==> src/rtl/cluster_bus_txn_regulator.sv <==
// Per-port AXI AW/AR admission control: caps outstanding transactions per port
// and across all ports, sharing the global budget round-robin.

module cluster_bus_txn_regulator_port #(
  parameter int CNT_W = 4
) (
  input  logic             clk_i,
  input  logic             rst_ni,
  input  logic             grant_i,
  input  logic             retire_i,
  input  logic             mst_ready_i,
  output logic             idle_o,
  output logic             mst_valid_o,
  output logic             slv_ready_o,
  output logic [CNT_W-1:0] cnt_o,
  output logic             inc_o,
  output logic             dec_o,
  output logic             underflow_o
);
  typedef enum logic {IDLE, FWD} state_e;
  localparam logic [CNT_W-1:0] CNT_MAX = '1;

  state_e           state_q, state_d;
  logic [CNT_W-1:0] cnt_q, cnt_d;

  always_ff @(posedge clk_i) begin
    if (!rst_ni) begin
      state_q <= IDLE;
      cnt_q   <= '0;
    end else begin
      state_q <= state_d;
      cnt_q   <= cnt_d;
    end
  end

  always_comb begin
    state_d = state_q;
    case (state_q)
      IDLE:    if (grant_i) state_d = FWD;
      FWD:     if (mst_ready_i) state_d = IDLE;
      default: state_d = IDLE;
    endcase
  end

  // inc_o/dec_o report only real count movement so the engine total stays coherent
  always_comb begin
    inc_o       = grant_i & ~retire_i & (cnt_q != CNT_MAX);
    dec_o       = retire_i & ~grant_i & (cnt_q != '0);
    underflow_o = retire_i & (cnt_q == '0);
    cnt_d       = cnt_q;
    if (inc_o)      cnt_d = cnt_q + 1'b1;
    else if (dec_o) cnt_d = cnt_q - 1'b1;
  end

  assign idle_o      = (state_q == IDLE);
  assign mst_valid_o = (state_q == FWD);
  assign slv_ready_o = (state_q == FWD) & mst_ready_i;
  assign cnt_o       = cnt_q;
endmodule

module cluster_bus_txn_regulator_engine #(
  parameter int NB_PORTS      = 4,
  parameter int MAX_PORT_TXNS = 8,
  parameter int MAX_TOTAL     = 12,
  parameter int CNT_W         = 4
) (
  input  logic                      clk_i,
  input  logic                      rst_ni,
  input  logic                      en_i,
  input  logic [NB_PORTS-1:0]       slv_valid_i,
  output logic [NB_PORTS-1:0]       slv_ready_o,
  output logic [NB_PORTS-1:0]       mst_valid_o,
  input  logic [NB_PORTS-1:0]       mst_ready_i,
  input  logic [NB_PORTS-1:0]       retire_i,
  output logic [NB_PORTS*CNT_W-1:0] cnt_o,
  output logic [CNT_W-1:0]          total_o,
  output logic                      underflow_o
);
  localparam int PTR_W = (NB_PORTS > 1) ? $clog2(NB_PORTS) : 1;
  localparam int TOTAL_SAT = (1 << CNT_W) - 1;
  localparam logic [CNT_W-1:0] PORT_LIM  = CNT_W'(MAX_PORT_TXNS);
  localparam logic [CNT_W-1:0] TOTAL_LIM = CNT_W'(MAX_TOTAL);

  logic [PTR_W-1:0]                ptr_q, ptr_d;
  logic [CNT_W-1:0]                total_q, total_d;
  logic [NB_PORTS-1:0]             idle, eligible, grant, inc, dec, uf;
  logic [NB_PORTS-1:0]             hi_mask, masked;
  logic [NB_PORTS-1:0][CNT_W-1:0]  cnt;
  int                              total_nxt;

  for (genvar p = 0; p < NB_PORTS; p++) begin : g_port
    cluster_bus_txn_regulator_port #(.CNT_W(CNT_W)) u_port (
      .clk_i       (clk_i),
      .rst_ni      (rst_ni),
      .grant_i     (grant[p]),
      .retire_i    (retire_i[p]),
      .mst_ready_i (mst_ready_i[p]),
      .idle_o      (idle[p]),
      .mst_valid_o (mst_valid_o[p]),
      .slv_ready_o (slv_ready_o[p]),
      .cnt_o       (cnt[p]),
      .inc_o       (inc[p]),
      .dec_o       (dec[p]),
      .underflow_o (uf[p])
    );
    assign eligible[p] = idle[p] & slv_valid_i[p] &
                         (~en_i | ((cnt[p] < PORT_LIM) & (total_q < TOTAL_LIM)));
    assign cnt_o[p*CNT_W +: CNT_W] = cnt[p];
  end

  // Lowest eligible index at or above the pointer wins, else lowest overall.
  always_comb begin
    hi_mask = '0;
    for (int i = 0; i < NB_PORTS; i++) hi_mask[i] = (i >= int'(ptr_q));
    masked = eligible & hi_mask;
    grant  = '0;
    ptr_d  = ptr_q;
    for (int i = NB_PORTS-1; i >= 0; i--) begin
      if (eligible[i]) begin
        grant    = '0;
        grant[i] = 1'b1;
        ptr_d    = (i == NB_PORTS-1) ? '0 : PTR_W'(i + 1);
      end
    end
    for (int i = NB_PORTS-1; i >= 0; i--) begin
      if (masked[i]) begin
        grant    = '0;
        grant[i] = 1'b1;
        ptr_d    = (i == NB_PORTS-1) ? '0 : PTR_W'(i + 1);
      end
    end
  end

  always_comb begin
    total_nxt = int'(total_q);
    for (int i = 0; i < NB_PORTS; i++) total_nxt = total_nxt + int'(inc[i]) - int'(dec[i]);
    if (total_nxt < 0)         total_nxt = 0;
    if (total_nxt > TOTAL_SAT) total_nxt = TOTAL_SAT;
    total_d = CNT_W'(total_nxt);
  end

  always_ff @(posedge clk_i) begin
    if (!rst_ni) begin
      ptr_q   <= '0;
      total_q <= '0;
    end else begin
      ptr_q   <= ptr_d;
      total_q <= total_d;
    end
  end

  assign total_o     = total_q;
  assign underflow_o = |uf;
endmodule

module cluster_bus_txn_regulator #(
  parameter int NB_PORTS      = 4,
  parameter int MAX_PORT_TXNS = 8,
  parameter int MAX_RD_TOTAL  = 12,
  parameter int MAX_WR_TOTAL  = 12,
  localparam int MAX_RW  = (MAX_RD_TOTAL > MAX_WR_TOTAL) ? MAX_RD_TOTAL : MAX_WR_TOTAL,
  localparam int MAX_ALL = (MAX_PORT_TXNS > MAX_RW) ? MAX_PORT_TXNS : MAX_RW,
  localparam int CNT_W   = $clog2(MAX_ALL + 1)
) (
  input  logic                      clk_i,
  input  logic                      rst_ni,
  input  logic                      en_i,
  input  logic [NB_PORTS-1:0]       slv_aw_valid_i,
  output logic [NB_PORTS-1:0]       slv_aw_ready_o,
  output logic [NB_PORTS-1:0]       mst_aw_valid_o,
  input  logic [NB_PORTS-1:0]       mst_aw_ready_i,
  input  logic [NB_PORTS-1:0]       slv_ar_valid_i,
  output logic [NB_PORTS-1:0]       slv_ar_ready_o,
  output logic [NB_PORTS-1:0]       mst_ar_valid_o,
  input  logic [NB_PORTS-1:0]       mst_ar_ready_i,
  input  logic [NB_PORTS-1:0]       b_valid_i,
  input  logic [NB_PORTS-1:0]       b_ready_i,
  input  logic [NB_PORTS-1:0]       r_valid_i,
  input  logic [NB_PORTS-1:0]       r_ready_i,
  input  logic [NB_PORTS-1:0]       r_last_i,
  output logic [NB_PORTS*CNT_W-1:0] rd_outstnd_o,
  output logic [NB_PORTS*CNT_W-1:0] wr_outstnd_o,
  output logic [CNT_W-1:0]          rd_total_o,
  output logic [CNT_W-1:0]          wr_total_o,
  output logic                      underflow_o
);
  logic underflow_q, underflow_d;
  logic uf_wr, uf_rd;

  cluster_bus_txn_regulator_engine #(
    .NB_PORTS(NB_PORTS), .MAX_PORT_TXNS(MAX_PORT_TXNS), .MAX_TOTAL(MAX_WR_TOTAL), .CNT_W(CNT_W)
  ) u_aw (
    .clk_i       (clk_i),
    .rst_ni      (rst_ni),
    .en_i        (en_i),
    .slv_valid_i (slv_aw_valid_i),
    .slv_ready_o (slv_aw_ready_o),
    .mst_valid_o (mst_aw_valid_o),
    .mst_ready_i (mst_aw_ready_i),
    .retire_i    (b_valid_i & b_ready_i),
    .cnt_o       (wr_outstnd_o),
    .total_o     (wr_total_o),
    .underflow_o (uf_wr)
  );

  cluster_bus_txn_regulator_engine #(
    .NB_PORTS(NB_PORTS), .MAX_PORT_TXNS(MAX_PORT_TXNS), .MAX_TOTAL(MAX_RD_TOTAL), .CNT_W(CNT_W)
  ) u_ar (
    .clk_i       (clk_i),
    .rst_ni      (rst_ni),
    .en_i        (en_i),
    .slv_valid_i (slv_ar_valid_i),
    .slv_ready_o (slv_ar_ready_o),
    .mst_valid_o (mst_ar_valid_o),
    .mst_ready_i (mst_ar_ready_i),
    .retire_i    (r_valid_i & r_ready_i & r_last_i),
    .cnt_o       (rd_outstnd_o),
    .total_o     (rd_total_o),
    .underflow_o (uf_rd)
  );

  assign underflow_d = underflow_q | uf_wr | uf_rd;

  always_ff @(posedge clk_i) begin
    if (!rst_ni) underflow_q <= 1'b0;
    else         underflow_q <= underflow_d;
  end

  assign underflow_o = underflow_q;
endmodule

==> config.mk <==
export PLATFORM = sky130hd
export DESIGN_NAME = cluster_bus_txn_regulator
export DESIGN_NICKNAME = d
export VERILOG_FILES = /design/src/rtl/cluster_bus_txn_regulator.sv
export SDC_FILE = /design/constraint.sdc
export NUM_CORES = 1
export LEC_CHECK = 0
export BUFFER_PORTS_ARGS = -buffer_cell sky130_fd_sc_hd__buf_4
export CAP_MARGIN = 10
export CORE_AREA = 5 5 105 98
export CTS_CLUSTER_SIZE = 30
export DETAILED_ROUTE_END_ITERATION = 8
export DIE_AREA = 0 0 110 103
export GPL_TIMING_DRIVEN = 1
export PLACE_DENSITY = 0.76
export SLEW_MARGIN = 20
export SYNTH_ARGS = -nofsm -noshare
export SYNTH_HDL_FRONTEND = slang
export SYNTH_SLANG_ARGS = --single-unit
==> constraint.sdc <==
create_clock -name clk_i -period 4.8 [get_ports clk_i]
set_input_delay 0.48 -clock clk_i [delete_from_list [all_inputs] [get_ports clk_i]]
set_output_delay 0.48 -clock clk_i [all_outputs]
set_load 0.01 [all_outputs]
# Word level (Yosys, flattened, before mapping)
# Index checks and enable logic that the tools add are counted.
# word_totals
in_bits	39
reg_bits	53
output_inout_bits	57
# classes
bitwise_logic	113
n_eq_ne	8
n_lt_le_gt_ge	20
reduce_logical	32
add_sub_neg	32
mux	76
# ops
cell	count
$sub A32 B2 Y32	8
$add A32 B2 Y32	6
$mux W4	34
$and A1 B1 Y1	72
$gt A32 B5 Y1 const B	2
$lt A32 B1 Y1 const B	2
$mux W32	2
$lt A4 B4 Y1 const B	10
$add A4 B1 Y4 const B	8
$logic_not A4 Y1	8
$ne A4 B4 Y1 const B	8
$reduce_bool A4 Y1	8
$sub A4 B1 Y4 const B	8
$mux W2	14
$not A1 Y1	26
$and A4 B4 Y4	5
$mux W1	18
$pmux W1 S2	8
$reduce_bool A2 Y1	8
$reduce_bool A8 Y1	2
$reduce_bool A7 Y1	2
$add A4 B1 Y5	2
$or A1 B1 Y1	10
$ge A1 B2 Y1 const A	4
other kinds (3)	6

# Logic depth before layout (Yosys ltp)
# Gate-level depths: netlist (run 1).
# depth
ltp_word	26
ltp_mapped	20
ltp_nobuf	19

# Hierarchy
# Synthesis (run 1) repeated with hierarchy kept, for this count alone.
# unflattened
cells_unflattened	552
hier_area_um2	4738.3
# by_module_without_submodules
mod	n_inst	cells_each	area_each_um2	seq_area_each_um2
cluster_bus_txn_regulator_port	8	34	335.3	100.1
cluster_bus_txn_regulator_engine	2	135	988.4	120.1
cluster_bus_txn_regulator	1	10	78.8	20.0

# Worst setup path after synthesis (run 1)
# Ideal clock, no wire load.
# synth_path
path_type	input to register
start	input port en_i
end	register u_ar.total_q[0] (netlist: u_ar.total_o[0])
stages	16
required_ps	4670
arrival_time_ps	4700
setup_slack_ps	-30
path_buffers	1
path_cell_list	buf_6 > nand2_2 > and4b_2 > o21ai_2 > a32o_2 > nor3b_2 > fa_1 > fa_1 > fa_1 > inv_1 > ha_1 > fa_1 > a211o_1 > ha_1 > nor3_1 > a21oi_1
# synth_via
elab_chain_cells	24
word_cells_on_any_way	50
cone_classes	add/sub (8); order compare (2); mux (10); bitwise (30)
# synth_rtl
element	line	rtl
from (decl)	167	input logic en_i,
$not A1 Y1 *	107	(~en_i | ((cnt[p] < PORT_LIM) & (total_q < TOTAL_LIM)));
$or A1 B1 Y1	107	
$and A1 B1 Y1	106	assign eligible[p] = idle[p] & slv_valid_i[p] &
$mux W4 (3 in series)	119	if (eligible[i]) begin
$mux W4 (3 in series)	126	if (masked[i]) begin
$mux W4 *	126	
$and A1 B1 Y1 / $not A1 Y1 (equally long branches)	47, 48	
$and A1 B1 Y1 (on tied branches)	47, 48	
[... 4 more ...]	-	
$add A32 B2 Y32	136	for (int i = 0; i < NB_PORTS; i++) total_nxt = total_nxt + int'(inc[i]) - int'(dec[i]);
$sub A32 B2 Y32	136	
$add A32 B2 Y32	136	
$sub A32 B2 Y32 *	136	
$lt A32 B1 Y1	137	if (total_nxt < 0) total_nxt = 0;
$mux W32 *	137	
$gt A32 B5 Y1	138	if (total_nxt > TOTAL_SAT) total_nxt = TOTAL_SAT;
$mux W4 *	138	
to (signal assigned)	148	total_q <= total_d;
to (decl)	85	logic [CNT_W-1:0] total_q, total_d;
# Every way passes the cells marked *; elsewhere a longest branch is shown, timed or not.
# A chain may end at the register's enable or synchronous reset.

# Worst setup path in the final report (run 1)
# layout_path
start	input port en_i
end	register u_aw.total_q[1] (netlist: u_aw.total_o[1])
# layout_via
elab_chain_cells	24
word_cells_on_any_way	50
cone_classes	add/sub (8); order compare (2); mux (10); bitwise (30)
# layout_rtl
element	line
$not A1 Y1 *	107
$or A1 B1 Y1	107
$and A1 B1 Y1	106
$mux W4 (3 in series)	119
$mux W4 (3 in series)	126
$mux W4 *	126
$and A1 B1 Y1 / $not A1 Y1 (equally long branches)	47, 48
$and A1 B1 Y1 (on tied branches)	47, 48
[... 4 more ...]	-
$add A32 B2 Y32	136
$sub A32 B2 Y32	136
$add A32 B2 Y32	136
$sub A32 B2 Y32 *	136
$lt A32 B1 Y1	137
$mux W32 *	137
$gt A32 B5 Y1	138
$mux W4 *	138
to (signal assigned)	148
to (decl)	85
# Marked as above.

==> out/metrics.cfg, run 1 <==
[clocking]
cts-root-buf = clkbuf_8
cts_max_level = 2
clock_latency_ns = 0.31
cts.sinks = 53
cts_tree = yes
path_clk_slew_ns = 0.10
cts_buffers = 5
cts_max_path_buffers = 2

[critical_path]
r2r_cells = 16
regToRegSetupSlack_ns = 0.20
cp.required_ns = 5.00
cp_max_fo = 9
arrival_ns = 4.81
crit_type = in -> reg
critical_path.endpoint = u_aw.total_o[1]
r2r_start = u_ar.total_o[3]
cp-startpoint = en_i
endpoint_kind = flip-flop
worstReg2RegEnd = u_ar.total_o[3]
startpoint_type = primary input

[floorplan]
num_io_pins = 96
die_h_um = 103
dieWidth_um = 110
rows = 34
core_area_um2 = 9231
start_util_pct = 48.73
die-area_um2 = 11330

[cells_and_area]
final_cell_mix = buf_4 (132), dfxtp_1 (50), inv_1 (41), nand2_1 (41), ha_1 (40)
antennaDiodeCount = 0
nets = 721
postLayoutCoreUtil_pct = 60.50
area_delta_synth_final_pct = 24.17
drive_above_1_share_pct = 28.09
layout_commonest_cell = buf_4

[sta]
max-slew-margin-rel_pct = 57.57
period_share_pct = 96.06
min_period_ns = 4.611
drv_slew = 0
rsz0062_at_grt = no
timing.final.hold_violations = 0
worst_slew_pin_slew_ns = 0.6364
setup_ws_ns = 0.1893
max_freq_mhz = 216.9
setup_viol = 0
skew_ns = 0.005664
whs_ns = 0.4434

[min_path]
hold_class = in -> reg
min-delay-start = mst_ar_ready_i[1]

[yosys]
synth_edf_count = 0
synthesis.area_um2 = 4498
synth_flop_cell = dfxtp_1
syn_inst = 512
ys_ff_latch = 53
synth_top_area_cell = dfxtp_1
synth_area_per_cell_um2 = 8.785
synthTopCellsByArea = dfxtp_1 (24%), ha_1 (11%), fa_1 (8.9%)
synth_cell_type_count = 70
ys_warn_count = 0
async_flop_share_pct = 0
ys_seq_area_share_pct = 23.59
synth.net_count = 611
yosys.area.top_type_share_pct = 23.59

[placed_design]
gp_congestion = 0.9661
dpl_worst_slack_ns = -0.1462
port_buffers = 95
dp_hpwl_um = 9002

[power]
pwr_density_cell_nw_per_um2 = 797.1
leakage_uw = 0.002741
peakVddDrop_v = 0.0006046

[global_route]
grt_max_degree = 67
grt_pass1_vias = 3989
track_usage_pct = 19.88
grt_pass1_wl_um = 18170
overflow = 0
antenna_found_initial = 0

[drt]
antenna_left = 0
drtIter0Drc = 214
vias_per_cell = 5.398
drt_pre_antenna_iters = 5
drc = 0
routed_wl_um = 11150
wl_per_cell_um = 14.89
vias = 4043

[flow_run]
drv_cap = 0

[outcome]
status = complete, no violations

==> cell usage after synthesis (4+ instances only) <==
library cell	number
o21ai_0	16
dfxtp_1	53
xor2_1	10
nor3b_1	9
and3_1	6
o21ai_1	6
fa_1	20
buf_4	16
ha_1	40
nor2b_1	4
mux2i_1	17
clkbuf_1	8
nand2b_1	16
inv_1	41
a21o_1	11
nand3_1	20
nand4_1	12
a31oi_1	5
nand2_1	41
a21oi_1	27
and2_1	15
or4_1	5
xnor2_1	13
nor2_1	28
==> power by group <==
group	switching (µW)	internal, µW
registers	311	639
logic	1620	1630
clock network	152	102
total	2090	2370
==> what timing repair did <==
item,in CTS,in global routing
setup buffers,0,3
endpoints found under the setup margin,0,8
gates resized for setup,0,9
hold buffers,0,0
==> state kept, by name, summed over array words and instances, names as in the netlist <==
| signal | flops |
|---|---|
| u_ar.total_o | 4 |
| u_aw.total_o | 4 |
| u_ar.g_port.u_port.mst_valid_o | 4 |
| u_ar.ptr_q | 2 |
| u_aw.g_port.u_port.cnt_o | 16 |
| u_ar.g_port.u_port.cnt_o | 16 |
| u_aw.ptr_q | 2 |
| underflow_o | 1 |
| u_aw.g_port.u_port.mst_valid_o | 4 |
==> kinds of logic after synthesis <==
family | Yosys count | synth area share (%)
fa+ha+maj | 60 | 20.03
compound gates | 99 | 15.72
buf+inv | 71 | 7.789
simple gates | 187 | 23.81
xor+xnor | 23 | 4.478
mux | 19 | 4.590
flops | 53 | 23.59
==> worst min-delay path by stage <==
stage | end | cells past startpoint
after floorplan | u_ar.g_port[1].u_port.mst_valid_o | 2
after global placement | u_ar.g_port[0].u_port.mst_valid_o | 2
after detailed placement | u_ar.g_port[1].u_port.mst_valid_o | 2
after CTS | u_ar.g_port[1].u_port.mst_valid_o | 3
after global routing | u_aw.g_port[2].u_port.mst_valid_o | 3
final | u_ar.g_port[1].u_port.mst_valid_o | 3
==> cell type report <==
class | count | area (µm²)
clock buffer | 6 | 72.57
fill | 817 | 3646
timing repair buffer | 133 | 1011
multi-input combinational | 388 | 3115
tap | 126 | 157.7
inverter | 41 | 153.9
clock inverter | 2 | 10.01
sequential | 53 | 1065
==> per-stage QoR <==
step	total power [µW]	cell area, µm²	setup TNS, ns	instances
3_5_place_dp	4157	5454	-1.072	738
2_1_floorplan	3028	4504	0	512
4_1_cts	4439	5537	0	746
6_report	4452	5585	0	749
3_3_place_gp	4001	5454	-0.2498	738
5_1_grt	4946	5585	0	749
==> worst max-delay path, stage by stage <==
cell and delay (ns):
buf_4 0.14, buf_12 0.14, nand3_4 0.12, and4b_1 0.26
o21ai_0 0.11, a22o_1 0.24, nor2_1 0.20, fa_1 0.46
fa_1 0.46, fa_1 0.51, inv_1 0.04, ha_1 0.21
fa_1 0.41, a211o_1 0.33, ha_1 0.29, nor3_1 0.19
buf_4 0.15, a21oi_1 0.06
==> layer usage <==
layer	routed length, µm	share of wire, %	vias up	global-route usage [%]
li1	-	-	2006	-
met1	4739	42	1899	24.93
met2	5610	50	128	35.82
met3	700	6.3	10	3.068
met4	103	0.92	0	4.506
met5	0	0	-	0
Power figures use the tool's default switching activity.
==> inputs of run 2 (changes only) <==
--- a/config.mk
+++ b/config.mk
@@ -5,14 +5,15 @@
 export SDC_FILE = /design/constraint.sdc
 export NUM_CORES = 1
 export LEC_CHECK = 0
+export ABC_AREA = 1
 export BUFFER_PORTS_ARGS = -buffer_cell sky130_fd_sc_hd__buf_4
 export CAP_MARGIN = 10
-export CORE_AREA = 5 5 105 98
+export CORE_AREA = 5 5 106 98
 export CTS_CLUSTER_SIZE = 30
 export DETAILED_ROUTE_END_ITERATION = 8
-export DIE_AREA = 0 0 110 103
+export DIE_AREA = 0 0 111 103
 export GPL_TIMING_DRIVEN = 1
-export PLACE_DENSITY = 0.76
+export PLACE_DENSITY = 0.75
 export SLEW_MARGIN = 20
 export SYNTH_ARGS = -nofsm -noshare
 export SYNTH_HDL_FRONTEND = slang
==> run 2 against run 1 <==
Compared with the run above: design area shrank 2.1%; area after synthesis shrank 0.50%; die area grew 0.91%; critical path type is now reg -> reg.
==> out/metrics.cfg, run 2 <==
[sta]
period_share_pct = 94.80  ; -1.3 points
worst_slew_pin_slew_ns = 0.5658  ; -0.07060 ns
rsz0062_at_grt = no
max_freq_mhz = 219.8  ; +1.3%
min_period_ns = 4.550  ; -0.06021 ns
drv_slew = 0  ; unchanged
whs_ns = 0.4168  ; -0.02666 ns
setup_viol = 0  ; unchanged
max-slew-margin-rel_pct = 62.24  ; +4.7 points
skew_ns = 0.01061  ; +0.004950 ns
timing.final.hold_violations = 0  ; unchanged

[power]
pwr_density_cell_nw_per_um2 = 799.6  ; +0.32%
leakage_uw = 0.002956  ; +7.9%
peakVddDrop_v = 0.0004240  ; -30%

[yosys]
synthesis.area_um2 = 4476  ; -0.50%
ys_warn_count = 0  ; unchanged
syn_inst = 621  ; +21%
yosys-top-cells-count = inv_1 (112), nand2_1 (109), nor2_1 (63)
muxShareOfSynthArea_pct = 0  ; -4.6 points
yosys.area_share.simple_pct = 26.25  ; +2.4 points
synth.net_count = 720  ; +18%
yosysMostFrequentCell = inv_1
synth_cell_type_count = 41  ; -41%
synth_area_per_cell_um2 = 7.207  ; -18%
synth_flop_cell = dfxtp_1
synth_top_area_cell = dfxtp_1
yosys.area.top_type_share_pct = 23.71  ; +0.12 points
ys_seq_area_share_pct = 23.71  ; +0.12 points
async_flop_share_pct = 0  ; unchanged
synthTopCellsByArea = dfxtp_1 (24%), ha_1 (11%), inv_1 (9.4%)
synth_top_family_by_area = simple AND/OR/NAND/NOR gates
synth-compound-area-share_pct = 13.95  ; -1.8 points
ys_ff_latch = 53  ; unchanged
synth-xor-area-share_pct = 2.935  ; -1.5 points
synthAdderAreaFrac_pct = 20.13  ; +0.10 points
synth_edf_count = 0  ; unchanged

[clocking]
path_clk_slew_ns = 0.10  ; about the same
cts.sinks = 53  ; unchanged
clock_latency_ns = 0.31  ; about the same
cts-root-buf = clkbuf_8
cts_max_level = 2  ; unchanged
cts_max_path_buffers = 2  ; unchanged
hold_buffers = 0  ; unchanged
cts_buffers = 5  ; unchanged
cts_tree = yes

[global_route]
overflow = 0  ; unchanged
grt_max_degree = 38  ; -43%
track_usage_pct = 18.68  ; -1.2 points
grt_pass1_vias = 3993  ; +0.10%
grt_pass1_wl_um = 17690  ; -2.7%
antenna_found_initial = 0  ; unchanged

[drt]
vias_per_cell = 5.029  ; -6.8%
routed_wl_um = 10660  ; -4.4%
drtIter0Drc = 231  ; +7.9%
wl_per_cell_um = 12.66  ; -15%
antenna_left = 0  ; unchanged
drc = 0  ; unchanged
vias = 4234  ; +4.7%
drt_pre_antenna_iters = 4  ; -1

[cells_and_area]
design_area_um2 = 5469  ; -2.1%
area_delta_synth_final_pct = 22.20
final_cell_count_no_fill = 842  ; +12%
nets = 814  ; +13%
regArea_um2 = 1072  ; +0.71%
nFillCells = 855  ; +4.7%
multi_input_area_um2 = 2899  ; -6.9%
antennaDiodeCount = 0  ; unchanged
final_cell_mix = inv_1 (110), buf_4 (109), nand2_1 (105), nor2_1 (62), dfxtp_1 (46)
drive_above_1_share_pct = 24.58  ; -3.5 points
layout_commonest_cell = inv_1

[floorplan]
core_area_um2 = 9316  ; +0.92%
dieWidth_um = 111  ; +0.91%
num_io_pins = 96  ; unchanged
die-area_um2 = 11430  ; +0.91%
die_h_um = 103  ; unchanged
rows = 34  ; unchanged
start_util_pct = 48.04  ; -0.69 points

[outcome]
status = complete, no violations

[critical_path]
cp_slowest_cell = fa_1
cp_max_fo = 4  ; -5
arrival_ns = 4.77  ; -0.04 ns
cpMostUsedCell = inv_1
max_stage_delay_ns = 0.51  ; about the same
crit_family = adder cells
crit_type = reg -> reg
cp.required_ns = 5.02  ; +0.02 ns
startpoint_type = flip-flop
path_buf_inv = 3  ; -1
crit_chain = nand2_4, nand2_2, a21oi_4, nand2_1, o21bai_2, nand2_1, nand2_2, inv_1, fa_1, fa_2, fa_1, inv_1, ha_1, fa_2, a211o_1, ha_1, nor3_2, nand3_2, o21ai_2, inv_1
endpoint_kind = flip-flop

[placed_design]
place_inst = 831  ; +13%
dpl-instance-area_um2 = 5281  ; -3.2%
gp_congestion = 0.9450  ; -2.2%
dp_hpwl_um = 8651  ; -3.9%
port_buffers = 95  ; unchanged

[min_path]
hold_class = in -> reg

[flow_run]
drv_cap = 0  ; unchanged

[run 2: cell types whose count changed in the layout (fill, tap and decap cells not counted), sizes merged, moves of 14 or more]
cell    before  now
nand2b      16    0
o21ai       24   38
mux2i       19    0
nor2        29   65
buf        133  109
and2        16    0
nand2       43  130
inv         41  116
[run 2: cell type report]
cell class	count	share of cell area (%)
inverters	116	8.007
clock buffers	7	1.396
flip-flops and latches	53	19.61
clock inverters	1	0.1373
well taps	126	2.883
repair buffers	109	14.96
multi-input cells	430	53.01
[run 2: kinds of logic (layout without fill, tap and decap cells)]
kind of cell,Yosys count,in the layout
and+or+nand+nor,249,249
adders and majority gates,60,60
DFF,53,53
buffers and inverters,138,233
xor gates and xnor gates,15,15
AOI/OAI and AO/OA,106,106
[run 2: per-stage QoR]
step | power (µW) | TNS, ns | worst slack [ns] | utilization, %
2_1_floorplan | 3067 | 0 | 0.2788 | -
3_3_place_gp | 3840 | 0 | 0.08073 | 56.69
3_5_place_dp | 3948 | -0.3405 | -0.09524 | 56.69
4_1_cts | 4231 | 0 | 0.004847 | 57.60
5_1_grt | 4922 | 0 | 0.007881 | 58.70
6_report | 4373 | 0 | 0.2495 | 58.70
[run 2: final timing paths]
| path | endpoint | slack [ns] | start | cells after the start |
|---|---|---|---|---|
| min reg2reg | u_ar.g_port[1].u_port.mst_valid_o | 0.51 | u_ar.g_port[1].u_port.mst_valid_o | 2 |
| max | u_ar.total_o[3] | 0.25 | u_ar.total_o[3] | 20 |
| max reg2reg | u_ar.total_o[3] | 0.25 | u_ar.total_o[3] | 20 |
| min | u_aw.g_port[3].u_port.mst_valid_o | 0.42 | mst_aw_ready_i[3] | 4 |
[run 2: power breakdown]
part           switching (µW)  internal, µW  leakage (µW)  total [µW]
clock                     156           104     0.0000385         260
sequential                257           651      0.000441         907
combinational            1810          1400       0.00248        3210
total                    2220          2150       0.00296        4370
[run 2: timing repair]
action | CTS | global route
endpoints found under the setup margin | 4 | 8
endpoints found under the hold margin | 0 | 0
gates resized for setup | 1 | 35
gates cloned | 0 | 0
buffers inserted | 0 | 3
pin swaps | 0 | 6
[run 2: layer usage]
metal  share of wire, %  track usage [%]  wire length, µm  vias up
met5                  0                0                0        -
met4                1.4            5.019              154        0
met3                4.9            3.580              523       16
met2                 51            35.03             5463       97
met1                 42            22.12             4517     1941
li1                   -                -                -     2180
[run 2: worst register-to-register path: stages, from the launching register on]
cell      delay (ns)
dfxtp_4         0.38
nand2_4         0.10
nand2_2         0.09
a21oi_4         0.16
nand2_1         0.08
o21bai_2        0.18
nand2_1         0.11
nand2_2         0.10
inv_1           0.07
fa_1            0.50
fa_2            0.41
fa_1            0.51
inv_1           0.04
ha_1            0.21
fa_2            0.36
a211o_1         0.33
ha_1            0.29
nor3_2          0.19
nand3_2         0.16
o21ai_2         0.17
inv_1           0.04
